**config.mk**
```make
export PLATFORM = sky130hd
export DESIGN_NAME = pe_accum_adder
export DESIGN_NICKNAME = d
export VERILOG_FILES = /design/src/rtl/pe_accum_adder.sv
export SDC_FILE = /design/constraint.sdc
export NUM_CORES = 1
export LEC_CHECK = 0
export BUFFER_PORTS_ARGS = -buffer_cell sky130_fd_sc_hd__buf_2
export CORE_UTILIZATION = 40
export CTS_CLUSTER_SIZE = 12
export DETAILED_ROUTE_END_ITERATION = 8
export PLACE_DENSITY = 0.59
export SETUP_SLACK_MARGIN = 0.5
export SLEW_MARGIN = 30
export SYNTH_ARGS = -nofsm -noshare
export SYNTH_HDL_FRONTEND = slang
export SYNTH_SLANG_ARGS = --single-unit
```
**constraint.sdc**
```tcl
create_clock -name clk -period 3.2 [get_ports clk]
set_clock_uncertainty 0.05 [all_clocks]
set_input_delay 0.64 -clock clk [delete_from_list [all_inputs] [get_ports clk]]
set_output_delay 0.64 -clock clk [all_outputs]
set_load 0.01 [all_outputs]
```
**src/rtl/pe_accum_adder.sv**
```systemverilog
// pe_accum_adder: joins NUM_IN operand channels and sums ACC_LEN transfers into one saturating or wrapping result.
// The result is registered one cycle after the final fire, and all in_ready bits stay low while a result is pending.
module pe_accum_adder #(
  parameter int DWIDTH   = 8,
  parameter int NUM_IN   = 2,
  parameter int ACC_LEN  = 4,
  parameter int OWIDTH   = 10,
  parameter bit SATURATE = 1'b1
) (
  input  logic                     clk,
  input  logic                     reset,
  input  logic [NUM_IN*DWIDTH-1:0] in_data,
  input  logic [NUM_IN-1:0]        in_valid,
  output logic [NUM_IN-1:0]        in_ready,
  output logic [OWIDTH-1:0]        sum_data,
  output logic                     sum_ovf,
  output logic                     sum_valid,
  input  logic                     sum_ready,
  output logic                     busy
);

  localparam int WW = OWIDTH + $clog2(NUM_IN) + 1;
  localparam int CW = (ACC_LEN > 1) ? $clog2(ACC_LEN) : 1;
  localparam logic [CW-1:0] CNT_LAST = CW'(ACC_LEN - 1);
  localparam logic [WW-1:0] ACC_MAX  = {{(WW-OWIDTH){1'b0}}, {OWIDTH{1'b1}}};

  typedef enum logic {S_ACC = 1'b0, S_OUT = 1'b1} state_t;

  state_t            state, state_nxt;
  logic [OWIDTH-1:0] acc, acc_nxt;
  logic [CW-1:0]     cnt;
  logic              ovf_sticky;
  logic              step_ovf;
  logic              fire;
  logic              last;
  logic [WW-1:0]     step;
  logic [WW-1:0]     wide;

  assign last = (cnt == CNT_LAST);

  always_ff @(posedge clk) begin
    if (reset) state <= S_ACC;
    else       state <= state_nxt;
  end

  always_comb begin
    state_nxt = state;
    case (state)
      S_ACC:   if (fire && last) state_nxt = S_OUT;
      S_OUT:   if (sum_valid && sum_ready) state_nxt = S_ACC;
      default: state_nxt = S_ACC;
    endcase
  end

  // Join: every lane sees the same ready, so no channel can handshake on its own.
  always_comb begin
    in_ready = '0;
    fire     = 1'b0;
    if (state == S_ACC) begin
      in_ready = {NUM_IN{&in_valid}};
      fire     = &in_valid;
    end
    busy = (cnt != '0) || (state == S_OUT);
  end

  always_comb begin
    step = '0;
    for (int i = 0; i < NUM_IN; i++) begin
      step = step + WW'(in_data[i*DWIDTH +: DWIDTH]);
    end
    wide     = WW'(acc) + step;
    step_ovf = (wide > ACC_MAX);
    acc_nxt  = (step_ovf && SATURATE) ? {OWIDTH{1'b1}} : wide[OWIDTH-1:0];
  end

  always_ff @(posedge clk) begin
    if (reset) begin
      acc        <= '0;
      cnt        <= '0;
      ovf_sticky <= 1'b0;
      sum_data   <= '0;
      sum_ovf    <= 1'b0;
      sum_valid  <= 1'b0;
    end else if (fire) begin
      if (last) begin
        sum_data   <= acc_nxt;
        sum_ovf    <= ovf_sticky | step_ovf;
        sum_valid  <= 1'b1;
        acc        <= '0;
        cnt        <= '0;
        ovf_sticky <= 1'b0;
      end else begin
        acc        <= acc_nxt;
        cnt        <= cnt + CW'(1);
        ovf_sticky <= ovf_sticky | step_ovf;
      end
    end else if (sum_valid && sum_ready) begin
      sum_valid <= 1'b0;
    end
  end

endmodule

```
# Word level (Yosys, flattened, before mapping)
# Cells that the tools add are included.
# word_totals
regBits	26
input_bits	21
output_inout_bits	15
elab_cells	35
# op_classes
n_addsub	3
order_cmp	1
eq_ne	2
mux	12
bitwise_logic	2
reduce_logical	8
# ops
op	n
$mux 10	2
$add 10x9->11	1
$gt 11x10->1 const B	1
$add 8x8->9	1
$mux 1	7
$reduce_and 2->1	3
$mux 2	2
$reduce_bool 2->1	2
$add 2x1->2 const B	1
$eq 2x2->1 const B	1
$logic_and 1x1->1	2
$ne 2x1->1 const B	1
$pmux 1 s2	1
$logic_or 1x1->1	1
$not 1->1	1
$or 1x1->1	1

# Depth between registers and ports, before layout
# depth
ltp_word	5
mapped_depth	11

# Worst setup path before layout
# No wires, ideal clock.
# synth_timing
path_type	input to register
startpoint	input in_data[7]
endpoint	register sum_data[3]
arrival_ns	2.693
t_required_ns	3.028
path_slack_ns	0.335
stages	9
n_path_buf	0
path_cell_list	inv_1 -> fa_1 -> inv_1 -> ha_1 -> a2111o_1 -> a211oi_2 -> or2_4 -> nor3_2 -> a221o_1
# synth_between
elab_chain_len	4
# synth_lines
item	line	rtl
start: declaration	12	input logic [NUM_IN*DWIDTH-1:0] in_data,
$add 8x8->9	69	step = step + WW'(in_data[i*DWIDTH +: DWIDTH]);
$add 10x9->11	71	wide = WW'(acc) + step;
$gt 11x10->1	72	step_ovf = (wide > ACC_MAX);
$mux 10	73	acc_nxt = (step_ovf && SATURATE) ? {OWIDTH{1'b1}} : wide[OWIDTH-1:0];
end signal: assignment	86	sum_data <= acc_nxt;
end: declaration	15	output logic [OWIDTH-1:0] sum_data,
# Every way passes these cells.
# A chain may end at the register's enable or synchronous reset.

# Worst setup path in the final report
# layout_timing
startpoint	input in_data[15]
endpoint	register acc[7]
# layout_between
elab_chain_len	5
# layout_lines
item	line	rtl
$add 8x8->9 (*)	69	
$add 10x9->11 (*)	71	
$gt 11x10->1	72	
$mux 10 (*)	73	
$mux 10 (*)	85	if (last) begin
end signal: assignment	93	acc <= acc_nxt;
end: declaration	30	logic [OWIDTH-1:0] acc, acc_nxt;
# Mark *: on every way between the ends. The rest lies on a longest branch, timed or not.

==> metrics.md <==
| Metric | Value |
|---|---|
| RSZ-0062 raised after global routing | true |
| Area Growth Syn to Fin | 21.5% |
| Slew margin rel. | 65.1% |
| Diode count | 0 |
| Final Critical Period | 2620 ps |
| Async S/R FF share, synth | 0% |
| CTS tree | done |
| Die width | 66.3 um |
| Max-cap violations | 0 |
| #FFs+latches synth | 26 |
| Mapped Nets | 229 |
| Design Power | 0.941 mW |
| TritonRoute pass-1 iters | 4 |
| Placed Cells | 271 |
| Hold Path Class | flop to flop |
| Yosys top cell area share | 31.4% |
| GRT overflow | 0 |
| Count leader, synth | dfxtp_1 |
| Clock network fraction of design power | 19.3% |
| Clock slew at reported path FFs | 90 ps |
| Synth area leader | dfxtp_1 |
| Pin count of the biggest net entering global routing | 18 |
| Status | completed |
| Worst setup EP type | flop |
| Kind of start point of the critical path | input pin |
| Combinational share of power | 43.5% |
| Psw | 0.330 mW |
| Post-DRT Antenna Nets | 0 |
| Register area share after synthesis | 31.4% |
| Hold Buf Count CTS | 0 |
| Multi-input gate area | 1070 sq um |
| Reg area | 520 sq um |
| Synth Flop Type | dfxtp_1 |
| Root buffer cell | clkbuf_8 |
| Floorplan die height | 66.3 um |
| Sw frac | 35.1% |
| Arrival @ worst endpoint | 2750 ps |
| Sequential power share | 37.2% |
| Final Hold Viols | 0 |
| Achievable frequency | 381 MHz |
| PortBufs | 35 |
| CTS H-tree lvls | 1 |
| Internal Power | 0.611 mW |
| Worst skew pair latency | 260 ps |
| Kind of critical path | input pin to flop |
| Setup_tns | 0 ps |
| Initial Util | 41.4% |
| Synthesized area | 1660 sq um |
| Final setup vio count | 0 |
| EDFF count, synth | 0 |
| WP data required | 3330 ps |
| CTS Buf Count | 3 |
| Die area | 4400 sq um |
| Non-Filler Instances | 275 |
| Placer Congestion | 0.803 |
| Crit path max fanout | 6 |
| Leakage Power | 0.903 nW |
| Share of cells above drive strength 1 | 29.3% |
| Clock Sinks | 26 |
| Slew @ Worst Pin | 522 ps |
| Commonest cells in the netlist | 26 x dfxtp_1, 22 x nand2_1, 21 x inv_1, 16 x a21oi_1, 10 x ha_1 |
| Via Count | 1,452 |
| Final WL | 3620 um |
| Slack of the critical path | 577 ps |
| Tot GR Track Use | 18.3% |
| Pre-CTS setup slack | 226 ps |
| FP Rows | 23 |
| Netlist cell types | 44 |
| Core Util, Final | 50.3% |
| Drt drc | 0 |
| Period utilization | 82.0% |
| PwrDens | 468 nW/um^2 |
| Top post-synthesis cells by area | dfxtp_1 31%, fa_1 11%, ha_1 7.6%, nand2_1 5.0%, a21oi_1 4.8% |
| Post-Synthesis Cells | 189 |
| Vias in the first global route | 1,320 |
| CORE AREA | 4000 sq um |
| # nets final | 267 |
| Max Slew Vio Count | 0 |
| Post-detail-place hpwl | 2750 um |
| I/O Pins | 36 |
| CTS max path bufs | 2 |
| Synthesis warning total | 0 |
| First-pass GRT wire length | 6170 um |
| Synthesized area per cell | 8.76 sq um |
| Wire per inst | 13.2 um |
| Fillcell total | 406 |
| Antenna violations before repair | 0 |
| Peak VDD IR | 0.263 mV |
| Initial DRC count | 68 |
| Vias per inst | 5.28 |
==> layout make-up <==
type / instances / area share (%)
well taps: 50 / 3.11
multi-input cells: 133 / 53.4
repair buffers: 42 / 11.6
clock buffers: 3 / 2.05
inverters: 21 / 3.92
flip-flops and latches: 26 / 25.9
==> path summary, 6_finish.rpt <==
check        cells past startpoint  slack (ps)                      from                  endpoint
max                             10         580               in_data[15]       acc[7]$_SDFFE_PP0P_
min                              2         390  sum_data[4]$_SDFFE_PP0P_  sum_data[4]$_SDFFE_PP0P_
min reg2reg                      2         390  sum_data[4]$_SDFFE_PP0P_  sum_data[4]$_SDFFE_PP0P_
max reg2reg                     11         650       acc[1]$_SDFFE_PP0P_       acc[9]$_SDFFE_PP0P_
==> cell usage in the layout (no fill, tap or decap), drive strengths merged, types with 4 or more instances in the layout <==
| cell type | count |
|---|---|
| nor2 | 7 |
| a21oi | 16 |
| xnor2 | 4 |
| inv | 21 |
| buf | 42 |
| o21ai | 13 |
| dfxtp | 26 |
| ha | 10 |
| a211oi | 5 |
| fa | 9 |
| nor3 | 6 |
| a221o | 6 |
| nand2 | 22 |
==> routing by layer <==
metal	share of wire [%]	global-route usage, %	vias up
met5	0	0	-
met4	0.55	3.19	0
met3	3.9	3.79	2
met2	47	30.2	30
met1	48	24.5	684
li1	-	-	736
==> worst max-delay path: stages <==
cell       delay, ps
buf_2             70
inv_1             40
fa_1             540
inv_2             40
ha_4             290
o211ai_1         130
o2bb2ai_2        160
or2_4            270
or4b_4           480
o311ai_2          80
==> state kept, by name, summed over array words and instances (netlist names) <==
name / flops
ovf_sticky: 1
acc: 10
cnt: 2
state: 1
sum_valid: 1
sum_ovf: 1
sum_data: 10
==> power by group through the flow <==
| stage | Combinational [mW] | Sequential (mW) | Clock [mW] |
|---|---|---|---|
| global placement | 0.379 | 0.357 | 0 |
| finish | 0.409 | 0.350 | 0.182 |
| global route | 0.457 | 0.353 | 0.203 |
| CTS | 0.379 | 0.350 | 0.196 |
| detailed placement | 0.375 | 0.357 | 0 |
| floorplan | 0.297 | 0.355 | 0 |
==> per-stage QoR <==
| step | cell area [sq um] | hold WS [ps] |
|---|---|---|
| after floorplan | 1680 | 382 |
| after global placement | 1910 | 373 |
| after detailed placement | 1910 | 380 |
| after CTS | 1950 | 392 |
| after global routing | 2010 | 420 |
| final | 2010 | 386 |
==> repair_timing <==
item                                    CTS  global route
gates resized for setup                   1            15
pin swaps                                 0             7
endpoints found under the setup margin    2            10
cloned                                    0             0
buffers inserted                          0             1
==> cells by family (layout without fill, tap and decap cells) <==
family	Yosys count	count (layout)	share of synthesized area (%)
AOI/OAI and AO/OA	57	57	23.5
and+or+nand+nor	53	53	16.5
buffers and inverters	30	66	8.01
DFF	26	26	31.4
adders and majority gates	19	19	18.4
xor gates and xnor gates	4	4	2.12
No activity file was read; power rests on OpenSTA's default activity.
